<file path="config.mk">
export PLATFORM = sky130hd
export DESIGN_NAME = sid_bus_player
export DESIGN_NICKNAME = d
export VERILOG_FILES = /design/src/rtl/sid_pkg.sv /design/src/rtl/sid_cmd_fifo.sv /design/src/rtl/sid_bus_player.sv
export SDC_FILE = /design/constraint.sdc
export NUM_CORES = 1
export LEC_CHECK = 0
export CORE_MARGIN = 3
export CORE_UTILIZATION = 50
export CTS_CLUSTER_DIAMETER = 60
export CTS_CLUSTER_SIZE = 16
export DETAILED_ROUTE_END_ITERATION = 8
export GPL_ROUTABILITY_DRIVEN = 0
export PLACE_DENSITY = 0.7
export SYNTH_ARGS = -nofsm -noshare
export SYNTH_HDL_FRONTEND = slang
export SYNTH_SLANG_ARGS = --single-unit
</file>
<file path="constraint.sdc">
create_clock -name clk -period 3.95 [get_ports clk]
set_input_delay 0.395 -clock clk [delete_from_list [all_inputs] [get_ports clk]]
set_output_delay 0.395 -clock clk [all_outputs]
set_load 0.005 [all_outputs]
</file>
<file path="src/rtl/sid_pkg.sv">
// Shared SID types: the host-side bus bundle, the player command word and
// the player FSM states.
package sid;

  localparam int ADDR_W        = 5;
  localparam int PLAYER_WAIT_W = 16;

  typedef logic [7:0] reg8_t;

  // Host-side bus as seen by the responder.
  typedef struct packed {
    logic              phi2;
    logic              res;
    logic              r_w_n;
    logic [ADDR_W-1:0] addr;
    reg8_t             data;
  } bus_i_t;

  // One queued register access; wait_periods idle phi2 periods precede it.
  typedef struct packed {
    logic                     r_w_n;
    logic [1:0]               cs;
    logic [4:0]               addr;
    reg8_t                    data;
    logic [PLAYER_WAIT_W-1:0] wait_periods;
  } player_cmd_t;

  localparam int PLAYER_CMD_W = $bits(player_cmd_t);

  typedef enum logic [1:0] {
    IDLE,
    WAIT,
    XFER
  } player_state_t;

endpackage

</file>
<file path="src/rtl/sid_cmd_fifo.sv">
// Synchronous first-word-fall-through FIFO. The head entry is always on dout
// while empty is low; a push becomes visible to pop on the following clock.
module sid_cmd_fifo #(
  parameter int WIDTH = 8,
  parameter int DEPTH = 16
) (
  input  logic             clk,
  input  logic             res,
  input  logic             push,
  input  logic [WIDTH-1:0] din,
  output logic             full,
  input  logic             pop,
  output logic [WIDTH-1:0] dout,
  output logic             empty
);

  localparam int AW = $clog2(DEPTH);
  localparam logic [AW:0] PTR_ONE = (AW + 1)'(1);

  logic [WIDTH-1:0] r_mem [DEPTH];
  logic [AW:0]      r_wr_ptr;
  logic [AW:0]      r_rd_ptr;
  logic             w_do_push;
  logic             w_do_pop;

  // The extra pointer MSB tells a full FIFO apart from an empty one.
  assign empty     = (r_wr_ptr == r_rd_ptr);
  assign full      = (r_wr_ptr[AW] != r_rd_ptr[AW]) &&
                     (r_wr_ptr[AW-1:0] == r_rd_ptr[AW-1:0]);
  assign dout      = r_mem[r_rd_ptr[AW-1:0]];
  assign w_do_push = push && !full;
  assign w_do_pop  = pop && !empty;

  // Pointer update; reset flushes the queue.
  always_ff @(posedge clk) begin
    if (res) begin
      r_wr_ptr <= '0;
      r_rd_ptr <= '0;
    end else begin
      if (w_do_push) r_wr_ptr <= r_wr_ptr + PTR_ONE;
      if (w_do_pop)  r_rd_ptr <= r_rd_ptr + PTR_ONE;
    end
  end

  // Storage write.
  // NOTE: the array has no reset; the pointers alone decide which entries are valid.
  always_ff @(posedge clk) begin
    if (w_do_push) r_mem[r_wr_ptr[AW-1:0]] <= din;
  end

endmodule

</file>
<file path="src/rtl/sid_bus_player.sv">
// Bus initiator for the SID register file. Queued commands are replayed as
// phi2-framed bus cycles; reads return the responder data as a one-clock
// response pulse. Every output is a flop loaded from next-cycle state, so the
// bus fields always describe the same phase together.
module sid_bus_player
  import sid::*;
#(
  parameter int PHI2_HALF  = 12,
  parameter int FIFO_DEPTH = 16,
  parameter int WAIT_W     = 16
) (
  input  logic        clk,
  input  logic        res,
  input  logic        cmd_valid,
  output logic        cmd_ready,
  input  player_cmd_t cmd,
  output logic        rsp_valid,
  output reg8_t       rsp_data,
  output bus_i_t      bus_o,
  output logic [1:0]  cs_o,
  input  reg8_t       data_i,
  output logic        busy
);

  localparam int                PH_PERIOD = 2 * PHI2_HALF;
  localparam int                PH_W      = $clog2(PH_PERIOD);
  localparam logic [PH_W-1:0]   PH_LAST   = PH_W'(PH_PERIOD - 1);
  localparam logic [PH_W-1:0]   PH_SAMPLE = PH_W'(PHI2_HALF - 1);
  localparam logic [PH_W-1:0]   PH_LOW    = PH_W'(PHI2_HALF);
  localparam logic [PH_W-1:0]   PH_ONE    = PH_W'(1);
  localparam int                FILL_W    = $clog2(FIFO_DEPTH) + 1;
  localparam logic [FILL_W-1:0] FILL_FULL = FILL_W'(FIFO_DEPTH);
  localparam logic [FILL_W-1:0] FILL_ONE  = FILL_W'(1);
  localparam logic [WAIT_W-1:0] WAIT_ONE  = WAIT_W'(1);

  // State registers.
  logic                     r_run;       // low only on the first clock after res
  logic [PH_W-1:0]          r_ph;
  player_state_t            r_state;
  logic [WAIT_W-1:0]        r_wait_cnt;
  logic [FILL_W-1:0]        r_fill;      // FIFO occupancy, feeds cmd_ready/busy
  logic                     r_xfer_rw_n;
  logic [1:0]               r_xfer_cs;
  logic [4:0]               r_xfer_addr;
  reg8_t                    r_xfer_data;

  // Output registers.
  logic                     r_cmd_ready;
  logic                     r_rsp_valid;
  reg8_t                    r_rsp_data;
  bus_i_t                   r_bus;
  logic [1:0]               r_cs;
  logic                     r_busy;

  // FIFO interface.
  logic                     w_push;
  logic                     w_pop;
  logic                     w_fifo_full;
  logic                     w_fifo_empty;
  logic [PLAYER_CMD_W-1:0]  w_fifo_dout;
  player_cmd_t              w_head;
  logic [WAIT_W-1:0]        w_head_wait;

  // Next-state values.
  logic                     w_period_end;
  logic [PH_W-1:0]          w_ph_next;
  player_state_t            w_state_next;
  logic [WAIT_W-1:0]        w_wait_next;
  logic                     w_load;
  logic [FILL_W-1:0]        w_fill_next;
  logic                     w_x_rw_n;
  logic [1:0]               w_x_cs;
  logic [4:0]               w_x_addr;
  reg8_t                    w_x_data;

  sid_cmd_fifo #(
    .WIDTH (PLAYER_CMD_W),
    .DEPTH (FIFO_DEPTH)
  ) u_fifo (
    .clk   (clk),
    .res   (res),
    .push  (w_push),
    .din   (cmd),
    .full  (w_fifo_full),
    .pop   (w_pop),
    .dout  (w_fifo_dout),
    .empty (w_fifo_empty)
  );

  assign w_head      = w_fifo_dout;
  assign w_head_wait = WAIT_W'(w_head.wait_periods);

  // Phase advance, end-of-period FSM decision, FIFO handshake and occupancy.
  // NOTE: every signal gets a default before any branch, so no latch is inferred.
  always_comb begin
    w_period_end = r_run && (r_ph == PH_LAST);
    w_ph_next    = '0;
    if (r_run && !w_period_end) w_ph_next = r_ph + PH_ONE;

    w_state_next = r_state;
    w_wait_next  = r_wait_cnt;
    w_pop        = 1'b0;
    w_load       = 1'b0;
    if (w_period_end) begin
      case (r_state)
        WAIT: begin
          if (r_wait_cnt == WAIT_ONE) w_state_next = XFER;
          else                        w_wait_next  = r_wait_cnt - WAIT_ONE;
        end
        default: begin
          // IDLE and XFER both fetch the next command, back to back.
          if (w_fifo_empty) begin
            w_state_next = IDLE;
          end else begin
            w_pop        = 1'b1;
            w_load       = 1'b1;
            w_wait_next  = w_head_wait;
            w_state_next = (w_head_wait != '0) ? WAIT : XFER;
          end
        end
      endcase
    end

    w_x_rw_n = w_load ? w_head.r_w_n : r_xfer_rw_n;
    w_x_cs   = w_load ? w_head.cs    : r_xfer_cs;
    w_x_addr = w_load ? w_head.addr  : r_xfer_addr;
    w_x_data = w_load ? w_head.data  : r_xfer_data;

    w_push      = cmd_valid && r_cmd_ready && !w_fifo_full;
    w_fill_next = r_fill;
    if (w_push && !w_pop)      w_fill_next = r_fill + FILL_ONE;
    else if (!w_push && w_pop) w_fill_next = r_fill - FILL_ONE;
  end

  // FSM, counters and registered outputs; res overrides everything on any clock.
  // NOTE: sequential state uses non-blocking assignments only, so all flops see pre-edge values.
  always_ff @(posedge clk) begin
    if (res) begin
      r_run       <= 1'b0;
      r_ph        <= '0;
      r_state     <= IDLE;
      r_wait_cnt  <= '0;
      r_fill      <= '0;
      r_xfer_rw_n <= 1'b1;
      r_xfer_cs   <= 2'b00;
      r_xfer_addr <= '0;
      r_xfer_data <= '0;
      r_cmd_ready <= 1'b0;
      r_busy      <= 1'b0;
      r_rsp_valid <= 1'b0;
      r_rsp_data  <= '0;
      r_bus       <= '{phi2: 1'b0, res: 1'b1, r_w_n: 1'b1, addr: '0, data: '0};
      r_cs        <= 2'b00;
    end else begin
      r_run       <= 1'b1;
      r_ph        <= w_ph_next;
      r_state     <= w_state_next;
      r_wait_cnt  <= w_wait_next;
      r_fill      <= w_fill_next;
      r_xfer_rw_n <= w_x_rw_n;
      r_xfer_cs   <= w_x_cs;
      r_xfer_addr <= w_x_addr;
      r_xfer_data <= w_x_data;

      r_cmd_ready <= (w_fill_next != FILL_FULL);
      r_busy      <= (w_fill_next != '0) || (w_state_next != IDLE);

      r_bus.phi2  <= (w_ph_next < PH_LOW);
      r_bus.res   <= 1'b0;
      if (w_state_next == XFER) begin
        // The whole period carries the command; writes hold r_w_n low throughout.
        r_bus.r_w_n <= w_x_rw_n;
        r_bus.addr  <= ADDR_W'(w_x_addr);
        if (!w_x_rw_n) r_bus.data <= w_x_data;
        r_cs        <= w_x_cs;
      end else begin
        // Idle bus keeps addr/data from the previous transfer.
        r_bus.r_w_n <= 1'b1;
        r_cs        <= 2'b00;
      end

      // data_i follows the bus outputs, so r_ph is the phase the responder sees.
      r_rsp_valid <= 1'b0;
      if (r_state == XFER && r_xfer_rw_n && r_ph == PH_SAMPLE) begin
        r_rsp_data  <= data_i;
        r_rsp_valid <= 1'b1;
      end
    end
  end

  assign cmd_ready = r_cmd_ready;
  assign rsp_valid = r_rsp_valid;
  assign rsp_data  = r_rsp_data;
  assign bus_o     = r_bus;
  assign cs_o      = r_cs;
  assign busy      = r_busy;

endmodule
</file>
==> results of run 1 <==
==> critical path, cell delays in order, from the launching register on <==
cell      delay, ns
dfxtp_2        0.75
buf_4          0.38
mux4_2         0.33
a22oi_1        0.27
nand2_1        0.15
nor4_2         0.42
nand4_2        0.28
a21boi_4       0.43
mux2_4         0.34
==> routing by layer <==
| metal | GRT usage [%] | up-vias |
|---|---|---|
| met4 | 6.378 | 4 |
| met3 | 3.509 | 101 |
| met5 | 0 | - |
| met1 | 30.88 | 6191 |
| li1 | - | 5175 |
| met2 | 33.52 | 460 |
==> area by class of cell <==
cell class	count	area, um^2
fill	3368	19340
sequential	600	17150
multi-input combinational	566	5899
clock buffer	76	1328
timing repair buffer	116	1069
tap	600	750.7
clock inverter	10	103.9
inverter	10	37.54
==> stage by stage <==
step	power, mW	hold WS [ns]
finish	11.66	0.4372
global route	12.03	0.4561
CTS	11.76	0.4122
detailed placement	7.311	0.4557
global placement	7.298	0.4456
floorplan	7.152	0.4227
==> synth_stat cells, drive strengths merged (13+ instances only) <==
cell type	instances
o21ai	22
a22oi	56
nor2b	19
a21oi	43
nor3	14
nand2	93
clkbuf	30
dfxtp	88
buf	36
edfxtp	512
nor2	59
mux4	135
mux2	13
==> registers in the layout, summed over array words and instances, names as in the netlist, named ones only <==
register and cells:
r_xfer_addr 5, u_fifo.r_wr_ptr 5, u_fifo.r_mem 512, cmd_ready 1, bus_o 16, r_wait_cnt 16, rsp_valid 1, u_fifo.r_rd_ptr 5
r_ph 5, r_fill 5, cs_o 2, r_xfer_rw_n 1, r_xfer_cs 2, r_xfer_data 8, r_run 1, rsp_data 8
r_state 2, busy 1
==> report_power, final <==
| part | internal (mW) | switching (mW) |
|---|---|---|
| registers | 6.90 | 0.0157 |
| clock network | 2.39 | 2.10 |
| logic | 0.0940 | 0.162 |
| total | 9.38 | 2.28 |
==> worst max-delay path by stage <==
stage / startpoint / to / slack [ns] / cells past startpoint
CTS: register / bus_o[9]$_SDFFE_PP0N_ / 0.45 / 8
floorplan: u_fifo.r_wr_ptr[2]$_SDFFE_PP0P_ / u_fifo.r_mem[0][0]$_DFFE_PP_ / -0.22 / 7
detailed placement: register / bus_o[9]$_SDFFE_PP0N_ / 0.44 / 8
global route: register / bus_o[9]$_SDFFE_PP0N_ / 0.26 / 8
global placement: register / bus_o[9]$_SDFFE_PP0N_ / 0.50 / 8
finish: register / bus_o[9]$_SDFFE_PP0N_ / 0.46 / 8
==> cells by family after synthesis <==
family                   share of synthesized area (%)
AND/OR/NAND/NOR                                  4.676
flip-flops                                       73.61
XOR/XNOR                                        0.7900
adder cells (fa/ha/maj)                         0.5374
AO/OA/AOI/OAI                                    4.348
multiplexers                                     14.41
buffers and inverters                            1.628
==> results.sh, run 1 <==
export IMPL_routed_wire_length_per_instance_um=25.99
export IMPL_floorplan_initialDensity_pct=50.97
export IMPL_netlist_instances=1242
export IMPL_layout_setup_ws_ns=0.4593
export IMPL_setup_worst_path_class="register to register"
export IMPL_fmax_achieved_mhz=286.5
export IMPL_avgSynthCellArea_um2=18.74
export IMPL_worst_hold_path_type="input pin to register"
export IMPL_cts_setup_buffers=0
export IMPL_setup_repair_after_global_routing_missed_its_margin="no"
export IMPL_finalNonFillerCells=1978
export IMPL_worst_slack_at_placement_ns=0.4447
export IMPL_cts_htree_levels=2
export IMPL_post_cts_resized=0
export IMPL_leakage_nw=8.252
export IMPL_pins_over_their_slew_limit=0
export IMPL_placed_area_mm2=0.02490
export IMPL_clock_tree_root_cell="clkbuf_16"
export IMPL_max_vdd_ir_drop_v=0.0002541
export IMPL_worstMarginPinSlew_ns=1.022
export IMPL_detail_route_drc_violations=0
export IMPL_dieWidth_um=221.8
export IMPL_ctsLongestPathBuffers=3
export IMPL_io_buffers=71
export IMPL_totalWireLength_um=51410
export IMPL_setup_viol=0
export IMPL_vias_per_cell=6.032
export IMPL_maximum_number_of_pins_on_one_net_before_global_route_repair=69
export IMPL_synth_cell_types=61
export IMPL_ioPinCount=72
export IMPL_mostFrequentLayoutCells="edfxtp_1 (512), mux4_2 (128), nand2_1 (93)"
export IMPL_fraction_of_layout_instances_using_a_drive_strength_above_1_pct=20.32
export IMPL_setup_tns_ns=0
export IMPL_nNetsFinal=1393
export IMPL_reg2reg_depth=8
export IMPL_synthesis_yosys_warnings=0
export IMPL_mostFrequentLayoutCell="edfxtp_1"
export IMPL_synth_cell_area_mm2=0.02328
export IMPL_total_die_area_mm2=0.04919
export IMPL_slew_hr_pct=31.85
export IMPL_cap_viol_max_count=0
export IMPL_die_h_um=221.8
export IMPL_synth_net_count=1295
export IMPL_critPathRequiredTime_ns=4.42
export IMPL_tritoncts="done"
export IMPL_synth_seq_area_share_pct=73.61
export IMPL_synth_edf_count=512
export IMPL_layout_core_utilization_pct=57.65
export IMPL_via_count=11930
export IMPL_cts_hold_buffers_added=0
export IMPL_ys_ff_latch=600
export IMPL_grt_antenna_before_repair=2
export IMPL_dr_wl_met3_um=3951
export IMPL_status="complete, no violations"
export IMPL_core_region_area_mm2=0.04567
export IMPL_flow_area_growth_from_synthesis_pct=13.11
export IMPL_kind_of_start_point_of_the_critical_path="register"
export IMPL_period_share_pct=88.37
export IMPL_routedLengthMet1_um=21550
export IMPL_worst_hold_path_endpoint="rsp_data[1]$_SDFFE_PP0P_"
export IMPL_hold_depth=3
export IMPL_final_design_area_no_fill_mm2=0.02633
export IMPL_drtIter0Drc=1407
export IMPL_routed_wl_met2_um=24410
export IMPL_power_density_mw_per_mm2=442.6
export IMPL_worst_r2r_dst="bus_o[9]$_SDFFE_PP0N_"
export IMPL_netlist_top_cell_by_area="edfxtp_1"
export IMPL_routed_top_layer="met5"
export IMPL_clk_latency_ns=0.58
export IMPL_antenna_violating_nets_post_route=0
export IMPL_detailedRoute_firstPassIterationCount=5
export IMPL_overflow=0
export IMPL_synth_largest_type_area_fraction_pct=66.04
export IMPL_worst_r2r_setup_slack_ns=0.46
export IMPL_grt_pass1_wl_um=77850
export IMPL_via_count_of_the_first_global_routing_pass=12060
export IMPL_num_rows=78
export IMPL_post_synth_main_area_contributors="edfxtp_1 (66%), mux4_2 (12%), dfxtp_1 (7.6%), a22oi_1 (1.8%), nand2_1 (1.5%)"
export IMPL_fin_crit_ns=3.491
export IMPL_clock_sink_count=600
export IMPL_crit_fanout=26
export IMPL_finalHoldViolations=0
export IMPL_place_detailed_instances=1892
export IMPL_numCtsBuffers=46
export IMPL_track_usage_pct=21.20
export IMPL_dp_hpwl_um=28750
export IMPL_worst_endpoint_arrival_ns=3.97
export IMPL_n_antenna_cell=0
export IMPL_endpoint_kind="register"
export IMPL_asr_flop_ratio_synth_pct=0
export IMPL_timing_hold_worst_start="data_i[1]"
export IMPL_synth_main_ff_cell="edfxtp_1"
export IMPL_worst_setup_hold_path_clk_slew_ns=0.07
export IMPL_finalClockSkew_ns=0.03124
No activity file was read; power rests on OpenSTA's default activity.
==> run 2, diff against run 1 <==
CTS_CLUSTER_DIAMETER = unset   (was 60)
DONT_BUFFER_PORTS = 1   (was unset)
PLACE_DENSITY = 0.68   (was 0.7)
==> run 2 against run 1 <==
Critical path depth stayed put. Setup slack better by 0.11 ns. Global-route usage is 0.91 points lower. Combinational power is 4% lower. Total power is 10% higher. Clock skew is 0.0073 ns lower. Via count is 0.41% lower.
==> results.sh, run 2 (same netlist as run 1, synthesis figures left out) <==
export IMPL_status="complete, no violations"
export IMPL_clk_latency_ns=0.62
export IMPL_worst_hold_path_type="input pin to register"
export IMPL_core_region_area_mm2=0.04567
export IMPL_max_vdd_ir_drop_v=0.0003449
export IMPL_routed_wire_length_per_instance_um=25.44
export IMPL_fraction_of_layout_instances_using_a_drive_strength_above_1_pct=22.46
export IMPL_die_h_um=221.8
export IMPL_antenna_violating_nets_post_route=0
export IMPL_cts_setup_buffers=0
export IMPL_detailedRoute_firstPassIterationCount=5
export IMPL_fill_cells=3289
export IMPL_largest_register_ffs=512
export IMPL_power_density_mw_per_mm2=482.1
export IMPL_leakage_nw=8.428
export IMPL_worst_setup_hold_path_clk_slew_ns=0.06
export IMPL_cap_viol_max_count=0
export IMPL_kind_of_start_point_of_the_critical_path="register"
export IMPL_grt_pass1_wl_um=75090
export IMPL_clock_tree_root_cell="clkbuf_16"
export IMPL_vias_per_cell=6.038
export IMPL_floorplan_initialDensity_pct=50.97
export IMPL_drtIter0Drc=1376
export IMPL_tritoncts="done"
export IMPL_cts_htree_levels=2
export IMPL_critPathRequiredTime_ns=4.45
export IMPL_total_die_area_mm2=0.04919
export IMPL_worst_slack_at_placement_ns=0.5544
export IMPL_via_count_of_the_first_global_routing_pass=11880
export IMPL_grt_antenna_before_repair=3
export IMPL_flow_area_growth_from_synthesis_pct=14.36
export IMPL_setup_viol=0
export IMPL_cts_hold_buffers_added=41
export IMPL_layout_core_utilization_pct=58.29
export IMPL_maximum_number_of_pins_on_one_net_before_global_route_repair=64
export IMPL_via_count=11880
export IMPL_placed_area_mm2=0.02424
export IMPL_dp_hpwl_um=27890
export IMPL_finalHoldViolations=0
export IMPL_worstMarginPinSlew_ns=1.190
export IMPL_fin_hold_ws_ns=0.04726
export IMPL_ioPinCount=72
export IMPL_setup_repair_after_global_routing_missed_its_margin="no"
export IMPL_period_share_pct=85.49
export IMPL_mostFrequentLayoutCell="edfxtp_1"
export IMPL_detail_route_drc_violations=0
export IMPL_clock_sink_count=600
export IMPL_post_cts_resized=0
export IMPL_pins_over_their_slew_limit=0
export IMPL_overflow=0
export IMPL_fin_crit_ns=3.377
export IMPL_nNetsFinal=1373
export IMPL_place_detailed_instances=1819
export IMPL_power_mw=12.83
export IMPL_num_rows=78
export IMPL_crit_fanout=26
export IMPL_finalClockSkew_ns=0.02392
export IMPL_endpoint_kind="register"
export IMPL_ctsLongestPathBuffers=3
export IMPL_totalWireLength_um=50070
export IMPL_layout_setup_ws_ns=0.5730
export IMPL_dieWidth_um=221.8
export IMPL_mostFrequentLayoutCells="edfxtp_1 (512), mux4_2 (128), nand2_1 (93)"
export IMPL_setup_worst_path_class="register to register"
export IMPL_worst_endpoint_arrival_ns=3.87
export IMPL_finalNonFillerCells=1968
export IMPL_io_buffers=0
export IMPL_slew_hr_pct=20.21
export IMPL_numCtsBuffers=58
export IMPL_setup_tns_ns=0
export IMPL_track_usage_pct=20.29
export IMPL_fmax_achieved_mhz=296.1
export IMPL_final_design_area_no_fill_mm2=0.02662
export IMPL_timing_hold_worst_start="res"
==> run 2: worst max-delay path, cell delays in order, from the launching register on <==
cell,delay [ns]
dfxtp_4,0.58
buf_12,0.28
mux4_2,0.52
a22oi_1,0.27
nand2_1,0.15
nor4_2,0.44
nand4_2,0.28
a21boi_4,0.38
mux2_4,0.33
==> run 2: layer usage <==
layer	GRT usage [%]	vias up	part of all wire [%]
li1	-	5151	-
met4	6.006	4	2.5
met3	3.019	99	6.5
met5	0	-	0.054
met2	32.25	441	48
met1	29.65	6187	43
==> run 2: power breakdown <==
group / internal (mW) / switching [mW] / leakage, nW / total, mW
clock network: 3.35 / 2.32 / 0.954 / 5.67
logic: 0.0826 / 0.162 / 2.15 / 0.245
registers: 6.90 / 0.0157 / 5.33 / 6.92
total: 10.3 / 2.50 / 8.43 / 12.8
==> run 2: worst paths after layout <==
| kind | to | slack [ns] | cells past startpoint |
|---|---|---|---|
| worst min register to register | r_xfer_cs[0]$_SDFF_PP0_ | 0.46 | 2 |
| worst max-delay path | bus_o[11]$_SDFFE_PP0N_ | 0.57 | 8 |
| worst max register to register | bus_o[11]$_SDFFE_PP0N_ | 0.57 | 8 |
| worst min-delay path | bus_o[14]$_DFF_P_ | 0.05 | 1 |
==> run 2: cell type report <==
type / instances / area, um^2 / area share (%)
multi-input combinational: 566 / 5904 / 22.18
clock buffer: 68 / 1489 / 5.592
tap: 600 / 750.7 / 2.820
timing repair buffer: 84 / 825.8 / 3.102
clock inverter: 39 / 469.2 / 1.762
sequential: 600 / 17150 / 64.40
antenna: 1 / 2.502 / 0.009399
inverter: 10 / 37.54 / 0.1410
==> run 3, diff against run 2 <==
CTS_CLUSTER_DIAMETER = 60   (was unset)
==> run 3 against run 2 <==
Routed wire length decreased by 0.45%. Clock skew increased by 0.0073 ns. Core utilization decreased by 1.4 points. Fmax increased by 0.29%. Critical path type unchanged. Largest cell class unchanged. Highest routed layer unchanged.
==> results.sh, run 3 (same netlist as run 1, synthesis figures left out) <==
export IMPL_nNetsFinal=1361
export IMPL_endpoint_kind="register"
export IMPL_library_cell_contributing_the_largest_single_delay_on_the_critical_path="dfxtp_4"
export IMPL_setup_repair_after_global_routing_missed_its_margin="no"
export IMPL_setup_worst_path_class="register to register"
export IMPL_fraction_of_layout_instances_using_a_drive_strength_above_1_pct=20.75
export IMPL_io_buffers=0
export IMPL_setup_viol=0
export IMPL_finalClockSkew_ns=0.03122
export IMPL_flow_area_growth_from_synthesis_pct=11.59
export IMPL_crit_fanout=26
export IMPL_routed_wire_length_per_instance_um=25.73
export IMPL_detail_route_drc_violations=0
export IMPL_detailedRoute_firstPassIterationCount=5
export IMPL_fin_crit_ns=3.367
export IMPL_ioPinCount=72
export IMPL_antenna_violating_nets_post_route=0
export IMPL_critical_path_max_stage_delay_ns=0.59
export IMPL_num_rows=78
export IMPL_fin_hold_ws_ns=0.07131
export IMPL_kind_of_start_point_of_the_critical_path="register"
export IMPL_timing_critical_path_cells="buf_12, mux4_2, a22oi_1, nand2_1, nor4_2, nand4_2, a21boi_4, mux2_4"
export IMPL_total_die_area_mm2=0.04919
export IMPL_pins_over_their_slew_limit=0
export IMPL_worst_hold_path_type="input pin to register"
export IMPL_critPathRequiredTime_ns=4.43
export IMPL_die_h_um=221.8
export IMPL_finalHoldViolations=0
export IMPL_cap_viol_max_count=0
export IMPL_drtIter0Drc=1350
export IMPL_worst_slack_at_placement_ns=0.5544
export IMPL_worst_setup_hold_path_clk_slew_ns=0.07
export IMPL_mostFrequentLayoutCell="edfxtp_1"
export IMPL_worstMarginPinSlew_ns=1.194
export IMPL_clock_tree_root_cell="clkbuf_16"
export IMPL_overflow=0
export IMPL_mostFrequentLayoutCells="edfxtp_1 (512), mux4_2 (128), nand2_1 (93)"
export IMPL_grt_pass1_wl_um=74460
export IMPL_period_share_pct=85.25
export IMPL_slew_hr_pct=19.94
export IMPL_status="complete, no violations"
export IMPL_grt_antenna_before_repair=4
export IMPL_fmax_achieved_mhz=297.0
export IMPL_floorplan_initialDensity_pct=50.97
export IMPL_largest_register_ffs=512
export IMPL_max_vdd_ir_drop_v=0.0003605
export IMPL_leakage_nw=8.114
export IMPL_dp_hpwl_um=27890
export IMPL_clock_sink_count=600
export IMPL_vias_per_cell=6.066
export IMPL_cts_htree_levels=2
export IMPL_maximum_number_of_pins_on_one_net_before_global_route_repair=64
export IMPL_totalWireLength_um=49840
export IMPL_via_count_of_the_first_global_routing_pass=11580
export IMPL_power_density_mw_per_mm2=440.3
export IMPL_ctsLongestPathBuffers=3
export IMPL_clk_latency_ns=0.59
export IMPL_via_count=11750
export IMPL_worst_endpoint_arrival_ns=3.85
export IMPL_post_cts_resized=0
export IMPL_timing_critical_path_buf_inv=1
export IMPL_track_usage_pct=20.22
export IMPL_tritoncts="done"
export IMPL_setup_tns_ns=0
export IMPL_dieWidth_um=221.8
export IMPL_numCtsBuffers=46
export IMPL_core_region_area_mm2=0.04567
export IMPL_critical_path_top_delay_family="simple AND/OR/NAND/NOR gates"
export IMPL_layout_setup_ws_ns=0.5827
## run 3: what timing repair did
item,CTS,global route
hold endpoints to repair,580,0
setup buffers,0,0
hold buffers,41,0
## run 3: worst reg2reg max path: stages, from the launching register on
cell and delay [ns]:
dfxtp_4 0.59, buf_12 0.29, mux4_2 0.54, a22oi_1 0.27
nand2_1 0.15, nor4_2 0.45, nand4_2 0.28, a21boi_4 0.38
mux2_4 0.34
## run 3: power by group
| group | switching, mW | internal (mW) |
|---|---|---|
| clock network | 2.10 | 2.18 |
| registers | 0.0155 | 6.90 |
| logic | 0.164 | 0.0827 |
| total | 2.28 | 9.16 |
## run 3: area by class of cell
cell class                      instances  area (um^2)
Multi-Input combinational cell        566         5904
Fill cell                            3356        19690
Sequential cell                       600        17150
Timing Repair Buffer                   84        825.8
Clock buffer                           65         1222
Inverter                               10        37.54
Clock inverter                         10        88.84
Tap cell                              600        750.7
Antenna cell                            2        5.005
## run 3: through the flow
stage	util (%)	std cells	power (mW)	instance area, um^2
6_report	56.88	1937	11.44	25980
2_1_floorplan	-	1242	7.152	23290
4_1_cts	56.87	1935	11.53	25970
3_3_place_gp	53.06	1819	7.187	24240
3_5_place_dp	53.06	1819	7.191	24240
5_1_grt	56.88	1937	11.80	25980
## run 3: metal layers
metal	track usage, %	vias to the layer above	part of all wire (%)
li1	-	5109	-
met5	0	-	0.054
met4	5.366	4	2.1
met3	3.111	72	6.8
met2	31.97	420	48
met1	29.90	6144	43
## run 3: path summary, 6_finish.rpt
kind | from | endpoint | slack, ns | cells past startpoint
setup reg to reg | register | bus_o[11]$_SDFFE_PP0N_ | 0.58 | 8
hold reg to reg | r_xfer_cs[0]$_SDFF_PP0_ | r_xfer_cs[0]$_SDFF_PP0_ | 0.46 | 2
hold / removal | res | bus_o[4]$_SDFFE_PP0P_ | 0.07 | 2
setup / recovery | register | bus_o[11]$_SDFFE_PP0N_ | 0.58 | 8
==> edit, RTL diff (flow settings as in run 1) <==
Change the parameter `PHI2_HALF` from 12 to 24.
--- a/src/rtl/sid_bus_player.sv
+++ b/src/rtl/sid_bus_player.sv
@@ -7,3 +7,3 @@
 #(
-  parameter int PHI2_HALF  = 12,
+  parameter int PHI2_HALF  = 24,
   parameter int FIFO_DEPTH = 16,
Function: no difference found for any inputs over 10 cycles, from zero or initial values; that may be too few to reach the edited logic, so the function may still have changed.
==> edit against run 1 <==
  * Critical path type unchanged
  * Sequential power about the same
  * Combinational power increased by 5%
  * Setup slack worse by 0.23 ns
  * Wire length about the same
  * Area after synthesis is 0.45% higher
  * Final area is 0.82% higher
  * Total power is 1.5% lower
  * Largest cell class unchanged
  * Sequential cell count grew 1
==> edit: results (changes against run 1) <==
Worst hold path
The capture endpoint of the worst hold path is rsp_data[3]$_SDFFE_PP0P_. The hold path startpoint is res.

Drt
The overall via count from detail_route is 12,171 (+2.0%). The final routed wirelength across all metal layers was 51,370 um (about the same). The wire length on met3 is 3550 um (-10%).

The first-pass iteration count of the detailed router is 7 (+2). The length of routed wiring on met1 was 22,070 um (+2.4%). The initial DRC count is 1,364 (-3.1%). The total met2 wirelength after detailed routing was 24,840 um (+1.8%). Signal routing reaches up to met4.

Synth
The adder-cell area share of the yosys netlist was 0.5350% (-0.0024 points). Ranked by instance count, the synthesized netlist is headed by sky130_fd_sc_hd__edfxtp_1 (512), sky130_fd_sc_hd__mux4_2 (140), sky130_fd_sc_hd__dfxtp_1 (89), sky130_fd_sc_hd__nand2_1 (77), sky130_fd_sc_hd__nor2_1 (69). The net count after synthesis came to 1,315 (+1.5%).

The multiplexer share of the synthesized area is 14.64% (+0.22 points). The xor and xnor fraction of the mapped netlist area is 0.8614% (+0.071 points). The sequential fraction of the synthesis area is 73.36% (-0.25 points). The count of warnings emitted by yosys was 0 (unchanged). Yosys attributes the largest share of cell area to sky130_fd_sc_hd__edfxtp_1 (66%), sky130_fd_sc_hd__mux4_2 (13%), sky130_fd_sc_hd__dfxtp_1 (7.6%), sky130_fd_sc_hd__nand2_1 (1.2%), sky130_fd_sc_hd__nor2_1 (1.1%). The number of unique standard cell types used by synthesis is 54 (-11%).

Setup path
The end of the worst register-to-register path is bus_o[4]$_SDFFE_PP0P_. The worst-case register-to-register setup slack is 0.23 ns (-0.23 ns). The longest individual stage delay on the worst path is 0.71 ns (-0.04 ns). The maximum fanout encountered on the critical timing path is 12 (-54%).

The critical path arrival is 4.19 ns (+0.22 ns). For this design, the slowest cell found on the critical path is sky130_fd_sc_hd__or4_1.

Layout
The final cell area excluding filler cells came to 26,550 um2 (+0.82%). The layout filler cell count was 3,323 (-1.3%). The flip-flop count of the largest register after layout is 512 (unchanged). The share of post-route cells with drive strength above 1 is 20.17% (-0.15 points).

GRT
The initial antenna violation count came to 1 (-1). The maximum number of pins on one net before global-route repair is 62 (-10%). The overall track demand over capacity in global routing was 21.00% (-0.20 points). The first-pass GRT wire length came to 77,940 um (+0.12%).

Power and ir drop
The leakage dissipation was 8.207 nW (-0.54%). The worst-case vdd ir drop is 312.1 uV (+23%).

STA
The transition at the pin with the smallest max-transition slack is 1.234 ns (+0.2115 ns). The ratio of final minimum period to clock period is 94.13% (+5.8 points).

Placement
The estimated wirelength of the detail-placed design came to 29,430 um (+2.4%).

Outcome
The run finished with clean final reports.
edit: power breakdown:
part	leakage (nW)	switching [mW]	internal [mW]
Combinational	2.23	0.167	0.101
Clock	0.645	2.12	2.18
Sequential	5.33	0.0155	6.91
Total	8.21	2.30	9.19
edit: how the worst max path moves through the flow:
stage / end / cells after the start
floorplan: u_fifo.r_mem[0][0]$_DFFE_PP_ / 7
global placement: bus_o[6]$_SDFFE_PP0P_ / 9
detailed placement: bus_o[3]$_SDFFE_PP0P_ / 9
CTS: bus_o[4]$_SDFFE_PP0P_ / 9
global route: bus_o[4]$_SDFFE_PP0P_ / 9
finish: bus_o[4]$_SDFFE_PP0P_ / 8
edit: layout make-up:
cell class              instances  area share [%]
multi-input cells             581           22.60
clock buffers                  63           4.576
repair buffers                119           4.770
clock inverters                13          0.4006
flip-flops and latches        601           64.66
inverters                      11          0.1555
well taps                     600           2.828
diodes                          1        0.009426
edit: routing by layer:
metal	GRT usage, %	vias up
li1	-	5290
met1	30.55	6337
met2	33.35	479
met3	3.646	65
met4	5.697	0
met5	0	-
edit: stage by stage:
step / instances / hold slack, ns
floorplan: 1262 / 0.4130
global placement: 1912 / 0.4241
detailed placement: 1912 / 0.4349
CTS: 1988 / 0.2708
global route: 1989 / 0.3191
finish: 1989 / 0.2829
edit: worst max-delay path: cells and delay by family (launching register included):
kind            cells  cell delay (ns)
mux                 2             0.85
simple gates        3             1.36
flops               1             0.44
compound gates      2             0.73
buf+inv             1             0.19
edit: what timing repair did:
item | 4_1_cts | 5_1_grt
resized for setup | 0 | 1
buffers inserted | 0 | 0
setup endpoints to repair | 0 | 12
